===== src/rtl/mult_iter_pkg.sv =====
// Shared definitions for the iterative shift-add multiplier.
package mult_iter_pkg;
  localparam int DEF_WIDTH = 32;

  typedef enum logic [1:0] {
    ST_IDLE = 2'd0,
    ST_RUN  = 2'd1,
    ST_FIX  = 2'd2,
    ST_DONE = 2'd3
  } state_t;
endpackage


===== src/rtl/mult_iter_twoscomp.sv =====
// N-bit two's-complement negate.
module twoscomp_n #(
  parameter int N = 8
) (
  input  logic [N-1:0] a,
  output logic [N-1:0] y
);
  assign y = ~a + N'(1);
endmodule


===== src/rtl/mult_iter.sv =====
// Iterative shift-add multiplier: WIDTH x WIDTH -> 2*WIDTH over WIDTH+1 edges,
// signed or unsigned per operation, START/DONE handshake.
module mult_iter
  import mult_iter_pkg::*;
#(
  parameter int WIDTH = DEF_WIDTH
) (
  input  logic             CLK,
  input  logic             RST,
  input  logic             START,
  input  logic             SIGNED,
  input  logic [WIDTH-1:0] A,
  input  logic [WIDTH-1:0] B,
  output logic             BUSY,
  output logic             DONE,
  output logic [WIDTH-1:0] HI,
  output logic [WIDTH-1:0] LO
);
  localparam int CW = $clog2(WIDTH);

  state_t             state, state_nx;
  logic [WIDTH-1:0]   mc, mp, acc_hi, acc_lo;
  logic               neg;
  logic [CW-1:0]      cnt;
  logic               load, last;
  logic [WIDTH-1:0]   a_neg, b_neg, a_mag, b_mag;
  logic [WIDTH:0]     sum;
  logic [2*WIDTH-1:0] acc, acc_neg, prod;

  twoscomp_n #(.N(WIDTH))   u_neg_a (.a(A),   .y(a_neg));
  twoscomp_n #(.N(WIDTH))   u_neg_b (.a(B),   .y(b_neg));
  twoscomp_n #(.N(2*WIDTH)) u_neg_p (.a(acc), .y(acc_neg));

  // |-2^(W-1)| wraps to 2^(W-1), which is exactly right as an unsigned magnitude
  assign a_mag = (SIGNED && A[WIDTH-1]) ? a_neg : A;
  assign b_mag = (SIGNED && B[WIDTH-1]) ? b_neg : B;
  assign acc   = {acc_hi, acc_lo};
  assign prod  = neg ? acc_neg : acc;
  assign sum   = {1'b0, acc_hi} + {1'b0, (mp[0] ? mc : '0)};

  assign load = START && (state == ST_IDLE || state == ST_DONE);
  assign last = (cnt == CW'(WIDTH - 1));
  assign BUSY = (state == ST_RUN) || (state == ST_FIX);
  assign DONE = (state == ST_DONE);

  always_ff @(posedge CLK or posedge RST) begin
    if (RST) state <= ST_IDLE;
    else     state <= state_nx;
  end

  always_comb begin
    state_nx = state;
    case (state)
      ST_IDLE: if (START) state_nx = ST_RUN;
      ST_RUN:  if (last)  state_nx = ST_FIX;
      ST_FIX:  state_nx = ST_DONE;
      ST_DONE: state_nx = START ? ST_RUN : ST_IDLE;
      default: state_nx = ST_IDLE;
    endcase
  end

  always_ff @(posedge CLK or posedge RST) begin
    if (RST) begin
      mc     <= '0;
      mp     <= '0;
      neg    <= 1'b0;
      acc_hi <= '0;
      acc_lo <= '0;
      cnt    <= '0;
      HI     <= '0;
      LO     <= '0;
    end else if (load) begin
      mc     <= a_mag;
      mp     <= b_mag;
      neg    <= SIGNED & (A[WIDTH-1] ^ B[WIDTH-1]);
      acc_hi <= '0;
      acc_lo <= '0;
      cnt    <= '0;
    end else if (state == ST_RUN) begin
      // carry of the add shifts into acc_hi MSB; lowest sum bit moves into acc_lo
      acc_hi <= sum[WIDTH:1];
      acc_lo <= {sum[0], acc_lo[WIDTH-1:1]};
      mp     <= mp >> 1;
      cnt    <= cnt + CW'(1);
    end else if (state == ST_FIX) begin
      HI <= prod[2*WIDTH-1:WIDTH];
      LO <= prod[WIDTH-1:0];
    end
  end
endmodule


===== config.mk =====
export PLATFORM = sky130hd
export DESIGN_NAME = mult_iter
export DESIGN_NICKNAME = d
export VERILOG_FILES = /design/src/rtl/mult_iter_pkg.sv /design/src/rtl/mult_iter_twoscomp.sv /design/src/rtl/mult_iter.sv
export SDC_FILE = /design/constraint.sdc
export NUM_CORES = 1
export LEC_CHECK = 0
export ABC_AREA = 1
export BUFFER_PORTS_ARGS = -buffer_cell sky130_fd_sc_hd__buf_2
export CORE_ASPECT_RATIO = 1.25
export CORE_MARGIN = 1
export CORE_UTILIZATION = 55
export CTS_BUF_LIST = sky130_fd_sc_hd__clkbuf_2
export DETAILED_ROUTE_END_ITERATION = 8
export PLACE_DENSITY = 0.75
export SLEW_MARGIN = 20
export SYNTH_ARGS = -nofsm -noshare
export SYNTH_HDL_FRONTEND = slang
export SYNTH_SLANG_ARGS = --single-unit

===== constraint.sdc =====
create_clock -name CLK -period 9 [get_ports CLK]
set_input_delay 1.8 -clock CLK [delete_from_list [all_inputs] [get_ports CLK]]
set_output_delay 1.8 -clock CLK [all_outputs]
set_load 0.005 [all_outputs]

# After elaboration in Yosys (flattened, before gate mapping)
# Index checks and enable logic that the tools add are counted.
[op_classes]
add_sub_neg = 5
mul = 0
div_mod_pow = 0
n_lt_le_gt_ge = 0
eq_ne = 6
shift = 0
mux = 16
n_bitwise = 7
reduce_logical = 9
[ops]
columns = ["operator", "count"]
rows = [
  ["two-way mux 32 bit", 9],
  ["adder 32 x 1 -> 32 bit (second input constant)", 2],
  ["adder 64 x 1 -> 64 bit (second input constant)", 1],
  ["two-way mux 64 bit", 1],
  ["inverter 32 bit", 2],
  ["inverter 64 bit", 1],
  ["adder 32 x 32 -> 33 bit", 1],
  ["two-way mux 5 bit", 2],
  ["one-hot mux 2 bit (4 select lines)", 1],
  ["adder 5 x 1 -> 5 bit (second input constant)", 1],
  ["== test 5 bit (second input constant)", 1],
  ["== test 2 bit (second input constant)", 2],
  ["two-way mux 2 bit", 2],
  ["!= test 2 bit (second input constant)", 2],
  ["logical AND 1 bit", 3],
  ["AND reduction 3 bit", 1],
  ["== test 2 x 1 -> 1 bit (second input constant)", 1],
  ["zero test 2 bit", 1],
  ["logical OR 1 bit", 2],
  ["inverter 1 bit", 2],
  ["AND reduction 2 bit", 1],
  ["nonzero test 2 bit", 1],
  ["bitwise AND 1 bit", 1],
  ["two-way mux 1 bit", 1],
  ["XOR 1 bit", 1],
]
[word_totals]
register_bits = 200
latch_bits = 0
mem_bits_rw = 0
mem_bits_ro = 0
inputBits = 68
output_inout_bits = 66
elab_cells = 52
n_memories = 0

# Longest topological paths before layout
# Gate-level depths: netlist (run 1).
[logic_depth]
ltp_word = 5
depth_mapped = 17
mapped_depth_nobuf = 15

# Hierarchy
# A second synthesis (run 1) with hierarchy kept.
[unflattened]
hier_cells = 2469
hier_area_um2 = 15637.5
[modules_own_cells]
columns = ["module", "n_inst", "cells_per_inst", "area_each_um2", "seq_area_each_um2"]
rows = [
  ["mult_iter", 1, 1627, 11623.6, 5004.8],
  ["twoscomp_n (u_neg_p)", 1, 468, 2194.6, 0.0],
  ["twoscomp_n (u_neg_a ...)", 2, 187, 909.6, 0.0],
]

# Least setup slack after synthesis (run 1)
# No wires, ideal clock.
[synth_path]
kind = "input to register"
start = "input port B[0]"
end = "register mp[22]"
setup_time_ns = 0.134
arrival_time_ns = 2.895
t_required_ns = 8.866
path_slack_ns = 5.971
path_stages = 11
path_buffers = 0
cell_sequence = "inv_1 ha_1 nand3_4 nor2_4 nand2_1 nor2_1 nand2_1 nand2_1 nand2_1 nand3_1 o211ai_1"
[synth_via]
elab_chain_len = 4
[synth_lines]
columns = ["element", "line", "source"]
rows = [
  ["start: declaration", "mult_iter.sv:13", "input logic [WIDTH-1:0] B,"],
  ["inverter 32 bit", "mult_iter_twoscomp.sv:8", "assign y = ~a + N'(1);"],
  ["adder 32 x 1 -> 32 bit", "mult_iter_twoscomp.sv:8", ""],
  ["two-way mux 32 bit", "mult_iter.sv:36", "assign b_mag = (SIGNED && B[WIDTH-1]) ? b_neg : B;"],
  ["two-way mux 32 bit", "mult_iter.sv:72", "end else if (load) begin"],
  ["end signal: assignment", "mult_iter.sv:74", "mp <= b_mag;"],
  ["end signal: assignment", "mult_iter.sv:83", "mp <= mp >> 1;"],
  ["end: declaration", "mult_iter.sv:22", "logic [WIDTH-1:0] mc, mp, acc_hi, acc_lo;"],
]
# Every way passes these cells.
# A chain may end at the register's enable or synchronous reset.

# Final worst setup path (run 1)
[layout_path]
start = "input port START"
end = "register mp[28]"
[layout_via]
elab_chain_len = 2
elab_cells_between_ends = 3
cone_classes = "mux (1); reduce/logical (2)"
[layout_lines]
columns = ["element", "line", "source"]
rows = [
  ["start: declaration", "mult_iter.sv:10", "input logic START,"],
  ["logical AND 1 bit *", "mult_iter.sv:41", "assign load = START && (state == ST_IDLE || state == ST_DONE);"],
  ["two-way mux 32 bit or nonzero test 2 bit (tied branches)", "-", ""],
]
# Mark *: on every way between the ends. The rest lies on a longest branch, timed or not.

==> results of run 1 <==
-- layer usage --
metal	track usage, %	vias up
met5	0	-
met4	14.8	0
met3	3.62	93
met2	51.8	419
met1	37.7	6355
li1	-	7149
-- critical path: cells and delay by family --
kind,cells,cell delay (ns)
buffers and inverters,3,1.77
AOI/OAI and AO/OA,2,0.60
and+or+nand+nor,2,1.58
-- area by class of cell --
type,instances,area (um^2),share of cell area [%]
multi-input combinational,1630,7760,50.8
antenna,2,5.00,0.0328
timing repair buffer,137,696,4.55
sequential,200,5010,32.8
clock buffer,17,85.1,0.557
clock inverter,15,165,1.08
tap,335,419,2.74
inverter,300,1130,7.43
-- logic make-up after synthesis --
logic type	after synthesis	share of synthesized area [%]
xor gates and xnor gates	37	2.29
DFF	200	35.3
adders and majority gates	43	3.85
buffers and inverters	364	9.94
and+or+nand+nor	1312	38.9
AOI/OAI and AO/OA	238	9.73
-- through the flow --
step / util (%) / instance area [um^2]
after floorplan: - / 14200
after global placement: 59.4 / 15000
after detailed placement: 59.4 / 15000
after CTS: 60.4 / 15300
after global routing: 60.4 / 15300
final: 60.4 / 15300
-- worst max-delay path by stage --
stage                      from  depth (start not counted)  endpoint  slack [ns]
final                     START                          7    mp[28]        4.06
after global routing      START                          8    mp[30]        3.73
after CTS                 START                          7    mp[28]        4.50
after detailed placement  START                          7    mp[28]        3.55
after global placement    START                          8    mp[30]        3.62
after floorplan             RST                          1     HI[0]        1.75
-- sequential cells by signal, summed over array words and instances, names as in the netlist --
register	cells
state	2
acc_hi	32
HI	32
mp	32
neg	1
cnt	5
LO	32
mc	32
acc_lo	32
-- cell usage after synthesis, drive strengths merged --
| cell | instances |
|---|---|
| a22o | 1 |
| clkinv | 1 |
| ha | 42 |
| buf | 33 |
| nor2 | 241 |
| a211oi | 1 |
| a21oi | 46 |
| o221ai | 10 |
| o22ai | 42 |
| a31oi | 1 |
| o211ai | 10 |
| nor4 | 4 |
| o31ai | 4 |
| nand2 | 796 |
| a31o | 1 |
| o21ai | 106 |
| dfrtp | 200 |
| a21o | 3 |
| nand4 | 15 |
| nand3 | 208 |
| xnor2 | 1 |
| nand3b | 14 |
| fa | 1 |
| nor3 | 15 |
| o21bai | 10 |
| and2 | 3 |
| o21a | 3 |
| and3 | 2 |
| clkbuf | 31 |
| xor2 | 36 |
| inv | 299 |
| or2 | 14 |
-- report_power, final --
part           switching, uW  internal (uW)  total [uW]
Combinational           1670            798        2470
Sequential               264           1210        1470
Clock                    375           98.4         473
==> Flow_metrics.wiki, run 1 <==
{| class="wikitable"
! Metric !! Value
|-
| Data required time at the worst endpoint || 9.84 ns
|-
| Final Slew Violations || 0
|-
| Via count of the first global-routing pass || 13200
|-
| Routability cong. || 0.978
|-
| Synth Instances || 2194
|-
| TritonCTS clock tree || done
|-
| Remaining design rule violation count || 0
|-
| Clock Latency Late Sink || 0.90 ns
|-
| Number of placed instances with taps included || 2602
|-
| Met1 layer wirelength in the final routing || 17.0 mm
|-
| Max frequency || 202 MHz
|-
| Quantity of gates resized following cts || 0
|-
| Endpoint with the worst hold slack || mp[14]
|-
| Cell area after synthesis || 0.0142 mm^2
|-
| Critical Path AT || 5.78 ns
|-
| Final setup viols || 0
|-
| Fin crit share || 54.9%
|-
| GRT Overall Usage || 30.2%
|-
| Period minus WS final || 4.94 ns
|-
| End of the worst register-to-register path || mp[28]
|-
| CP max stage delay || 1.01 ns
|-
| Global-route wire length before repair || 64.0 mm
|-
| Met3 wire length || 1.76 mm
|-
| Peak fanout along the critical path || 68
|-
| Number of antenna violations at the first check in global routing || 2
|-
| Most common cell after layout, fill and taps aside || nand2_1
|-
| Post-synth top area cell || dfrtp_1
|-
| Startpoint of the most critical hold path || mp[15]
|-
| Proportion of netlist area held by the largest area contributor || 35.3%
|-
| Largest net degree at the start of global routing || 128
|-
| Warning count from the yosys run || 0
|-
| Total grt overflow || 0
|-
| Root buffer cell || clkbuf_2
|-
| Critical Path End Type || flip-flop
|-
| Slowest stage cell, crit path || clkinv_2
|-
| Post-synthesis cell type count || 47
|-
| Power after layout || 4410 uW
|-
| Measured slew at the worst slew-check pin || 1.07 ns
|-
| Total setup buffers inserted after CTS || 0
|-
| Floorplan Core Area || 0.0253 mm^2
|-
| Drt via density || 5.32
|-
| Leakage power || 0.00877 uW
|-
| Pwr dens || 289 mW/mm^2
|-
| Largest clock skew in the final design || 0.0428 ns
|-
| RR Startpoint || state[0]
|-
| Worst r2r path cells || 9
|-
| Number of buffers inserted by port buffering || 133
|-
| Worst hold path type || flip-flop to flip-flop
|-
| Total number of clock tree sinks || 200
|-
| Most frequent cells in the layout || nand2_1 (786), inv_1 (287), nor2_1 (219), nand3_1 (204), dfrtp_1 (199)
|-
| Total met2 wirelength after detailed routing || 18.2 mm
|-
| Worst hold slack after final layout || 0.513 ns
|-
| Worst setup SP type || input port
|-
| Die area || 0.0264 mm^2
|-
| Hold Path Stages || 2
|-
| Routed vias || 14000
|-
| Residual antenna-violating net count after detailed routing || 0
|-
| Total I/O pin count || 134
|-
| Worst Setup Path Type || input port to flip-flop
|-
| Number of nets at the end of the flow || 2397
|-
| Maximum capacitance violations || 0
|-
| Worst setup margin || 4.06 ns
|-
| Cells along the critical path || buf_2 > nand2_2 > inv_2 > nor2_4 > clkinv_2 > o22ai_1 > o21bai_1
|-
| Synth-to-layout area growth || 7.74%
|-
| Outcome || finished, final reports clean
|-
| Synth area leaders || dfrtp_1 (35%), nand2_1 (21%), inv_1 (7.6%)
|-
| Clock Pin Slew Worst Setup and Hold Paths || 0.36 ns
|-
| Slack of the worst reg-to-reg path || 4.16 ns
|-
| Effective utilization at floorplan || 56.1%
|-
| Post-CTS Hold Fix Bufs || 0
|-
| Chip height || 182 um
|-
| CTS HTree Levels || 4
|-
| Number of detailed-routing iterations run before antenna repair || 5
|-
| Maximum buffer depth of the clock tree || 2
|-
| Post-route non-filler standard cell count || 2636
|-
| Final wirelength || 38.7 mm
|-
| Headroom to the max-slew limit || 28.5%
|-
| Uppermost layer routed || met4
|-
| Final Hold Viols || 0
|-
| Setup TNS || 0 ns
|-
| Count of routing violations after the opening detailed-route iteration || 865
|-
| Die X || 146 um
|-
| IR drop worst, VDD || 168 uV
|-
| Mean Syn Cell Area || 6.46 um^2
|-
| Fraction of final layout cells with drive strength greater than 1 || 10.2%
|-
| Sequential element share of the synthesized area || 35.3%
|-
| Syn Nets || 2305
|-
| Synth Register Bits || 200
|-
| Post-detailed-placement half-perimeter wirelength || 29.5 mm
|-
| Mean routed wirelength per cell || 14.7 um
|-
| Number of buffers added by the clock tree synthesis step || 17
|-
| Final-layout fill cell count || 2495
|-
| FP Rows || 65
|-
| Unrepaired setup endpoints after global routing || no
|-
| Placement-stage worst setup slack || 3.55 ns
|}
Power figures use the tool's default switching activity.
==> run 2, diff against run 1 <==
- clock period: 9 -> 4.9 ns (I/O delays scaled with it)
==> run 2 against run 1 <==
  * Critical endpoint is now HI[10]
  * Count of clock-buffer cells in the layout unchanged
  * Via count increased by 0.71%
  * Clock skew up 0.0047 ns
  * Sequential cell count did not move
  * Highest routed layer unchanged
  * Cell count grew 0.11%
==> Flow_metrics.wiki, run 2 (synthesis gave the netlist of run 1 again) <==
{| class="wikitable"
! Metric !! Value
|-
| Register area || 0.00501 mm^2 (unchanged)
|-
| Post-CTS Hold Fix Bufs || 0 (unchanged)
|-
| Global routing usage on met1 || 39.3% (+1.6 points)
|-
| Period minus WS final || 3.56 ns
|-
| Leakage power || 0.00878 uW (+0.13%)
|-
| Pwr dens || 528 mW/mm^2 (+83%)
|-
| Setup TNS || 0 ns (unchanged)
|-
| Final Slew Violations || 0 (unchanged)
|-
| Start point of the critical path || state[0]
|-
| Fraction of final layout cells with drive strength greater than 1 || 10.3% (+0.16 points)
|-
| Grt peak-use layer || met2
|-
| FP Rows || 65 (unchanged)
|-
| Headroom to the max-slew limit || 27.2% (-1.3 points)
|-
| Maximum capacitance violations || 0 (unchanged)
|-
| Cell-internal power || 3860 uW (+83%)
|-
| Final-layout fill cell count || 2548 (+2.1%)
|-
| Measured slew at the worst slew-check pin || 1.09 ns (+0.0199 ns)
|-
| Floorplan Core Area || 0.0253 mm^2 (unchanged)
|-
| Total I/O pin count || 134 (unchanged)
|-
| Final Util || 60.5% (+0.11 points)
|-
| Largest net degree at the start of global routing || 91 (-29%)
|-
| Critical Path AT || 4.38 ns (-1.40 ns)
|-
| Quantity of gates resized following cts || 0 (unchanged)
|-
| Effective utilization at floorplan || 56.1% (unchanged)
|-
| Number of antenna violations at the first check in global routing || 1 (-1)
|-
| Cells along the critical path || inv_1 > ha_1 > inv_1 > nand2_2 > inv_2 > nor2_4 > nand2_4 > inv_2 > nand3_1 > nand2_1
|-
| Drt via density || 5.35 (+0.60%)
|-
| Peak fanout along the critical path || 90 (+32%)
|-
| Most common cell after layout, fill and taps aside || nand2_1
|-
| Share of total power in combinational logic || 56.5% (+0.6 points)
|-
| Outcome || finished, final reports clean
|-
| Total cell area at the placement stage || 0.0151 mm^2 (+0.26%)
|-
| Fin crit share || 72.7%
|-
| GR Util met2 || 54.3% (+2.5 points)
|-
| Via count of the first global-routing pass || 13500 (+2.4%)
|-
| Die area || 0.0264 mm^2 (unchanged)
|-
| CP max stage delay || 0.75 ns (-0.26 ns)
|-
| End of the worst register-to-register path || HI[10]
|-
| Area of the multi-input gates || 0.00776 mm^2 (unchanged)
|-
| Worst r2r path cells || 10 (+1)
|-
| Switching power as a share of total power || 52.2% (-0.074 points)
|-
| Number of nets at the end of the flow || 2401 (+0.17%)
|-
| Sequential Power Share || 33.2% (-0.2 points)
|-
| Number of detailed-routing iterations run before antenna repair || 5 (unchanged)
|-
| Die X || 146 um (unchanged)
|-
| Remaining design rule violation count || 0 (unchanged)
|-
| Data required time at the worst endpoint || 5.71 ns (-4.13 ns)
|-
| Routed vias || 14100 (+0.71%)
|-
| Clock Pin Slew Worst Setup and Hold Paths || 0.34 ns (-0.02 ns)
|-
| CTS HTree Levels || 4 (unchanged)
|-
| Final Hold Viols || 0 (unchanged)
|-
| RR Startpoint || state[0]
|-
| Final wirelength || 39.9 mm (+3.0%)
|-
| Synth-to-layout area growth || 7.94%
|-
| Routability cong. || 1.01 (+3.5%)
|-
| Clock Latency Late Sink || 0.87 ns (-0.03 ns)
|-
| Residual antenna-violating net count after detailed routing || 0 (unchanged)
|-
| Total grt overflow || 0 (unchanged)
|-
| Met3 global-route usage || 3.69% (+0.075 points)
|-
| Post-route non-filler standard cell count || 2639 (+0.11%)
|-
| Global-route wire length before repair || 66.0 mm (+3.2%)
|-
| Critical Path End Type || flip-flop
|-
| IR drop worst, VDD || 380 uV (+130%)
|-
| Number of placed instances with taps included || 2606 (+0.15%)
|-
| Count of routing violations after the opening detailed-route iteration || 982 (+14%)
|-
| Final setup viols || 0 (unchanged)
|-
| Proportion of power drawn by the clock network || 10.4% (-0.3 points)
|-
| Final Instance Area || 0.0153 mm^2 (+0.19%)
|-
| Slowest stage cell, crit path || inv_2
|-
| Worst hold path type || input port to async pin
|-
| TritonCTS clock tree || done
|-
| Critical path endpoint || HI[10]
|-
| Chip height || 182 um (unchanged)
|-
| GRT Overall Usage || 31.2% (+1.0 points)
|-
| Worst Setup Path Type || flip-flop to flip-flop
|-
| Maximum buffer depth of the clock tree || 2 (unchanged)
|-
| Power dissipated by switching net loads || 4220 uW (+83%)
|-
| Worst setup SP type || flip-flop
|-
| Number of buffers inserted by port buffering || 133 (unchanged)
|-
| Max frequency || 281 MHz
|-
| Slack of the worst reg-to-reg path || 1.34 ns (-2.82 ns)
|-
| Total number of clock tree sinks || 200 (unchanged)
|-
| Total setup buffers inserted after CTS || 0 (unchanged)
|-
| Largest clock skew in the final design || 0.0475 ns (+0.00470 ns)
|-
| Root buffer cell || clkbuf_2
|-
| Post-detailed-placement half-perimeter wirelength || 30.7 mm (+3.9%)
|-
| Unrepaired setup endpoints after global routing || no
|-
| Most frequent cells in the layout || nand2_1 (786), inv_1 (287), nor2_1 (219), nand3_1 (204), dfrtp_1 (199)
|-
| Mean routed wirelength per cell || 15.1 um (+2.9%)
|-
| Number of buffers added by the clock tree synthesis step || 17 (unchanged)
|}
## run 2: cell count changes in the layout (fill, tap and decap cells not counted), sizes merged
cell / previous run / this run
diode: 2 / 1
buf: 137 / 141
clkinv: 7 / 10
clkinvlp: 0 / 2
inv: 308 / 303
## run 2: power by group through the flow
| stage | clock (uW) | sequential, uW | combinational [uW] |
|---|---|---|---|
| 5_1_grt | 918 | 2760 | 5160 |
| 6_report | 837 | 2680 | 4560 |
| 4_1_cts | 856 | 2680 | 4520 |
| 3_3_place_gp | 0 | 2700 | 4430 |
| 2_1_floorplan | 0 | 2570 | 3360 |
| 3_5_place_dp | 0 | 2710 | 4500 |
## run 2: worst min path at each step
stage	startpoint	endpoint	slack [ns]	depth (start not counted)
after floorplan	mc[12]	mc[12]	0.45	2
after global placement	HI[31]	HI[31]	0.46	2
after detailed placement	HI[19]	HI[19]	0.46	2
after CTS	RST	acc_lo[20]	0.24	2
after global routing	RST	acc_lo[20]	0.25	2
final	RST	acc_lo[20]	0.26	2
## run 2: routing by layer
| metal | part of all wire (%) | routed length, um |
|---|---|---|
| met3 | 5.2 | 2060 |
| met5 | 0 | 0 |
| met1 | 43 | 17200 |
| met4 | 3.8 | 1530 |
| met2 | 48 | 19100 |
## run 2: critical path, delay by kind of cell (launching register included)
family | cells | cell delay (ns)
adders and majority gates | 1 | 0.32
buffers and inverters | 4 | 0.98
DFF | 1 | 0.47
and+or+nand+nor | 5 | 1.67
## run 2: area by class of cell
| type | count | area share [%] |
|---|---|---|
| repair buffers | 141 | 4.82 |
| well taps | 335 | 2.74 |
| clock buffers | 17 | 0.556 |
| multi-input cells | 1630 | 50.7 |
| diodes | 1 | 0.0164 |
| inverters | 300 | 7.39 |
| clock inverters | 15 | 1.03 |
| flip-flops and latches | 200 | 32.7 |
## run 2: stage by stage
stage	worst slack [ns]	hold slack, ns	total power (uW)
after detailed placement	1.14	0.459	7210
after global routing	0.950	0.251	8840
after global placement	1.18	0.460	7130
after CTS	1.33	0.237	8050
after floorplan	1.33	0.449	5940
final	1.34	0.265	8080
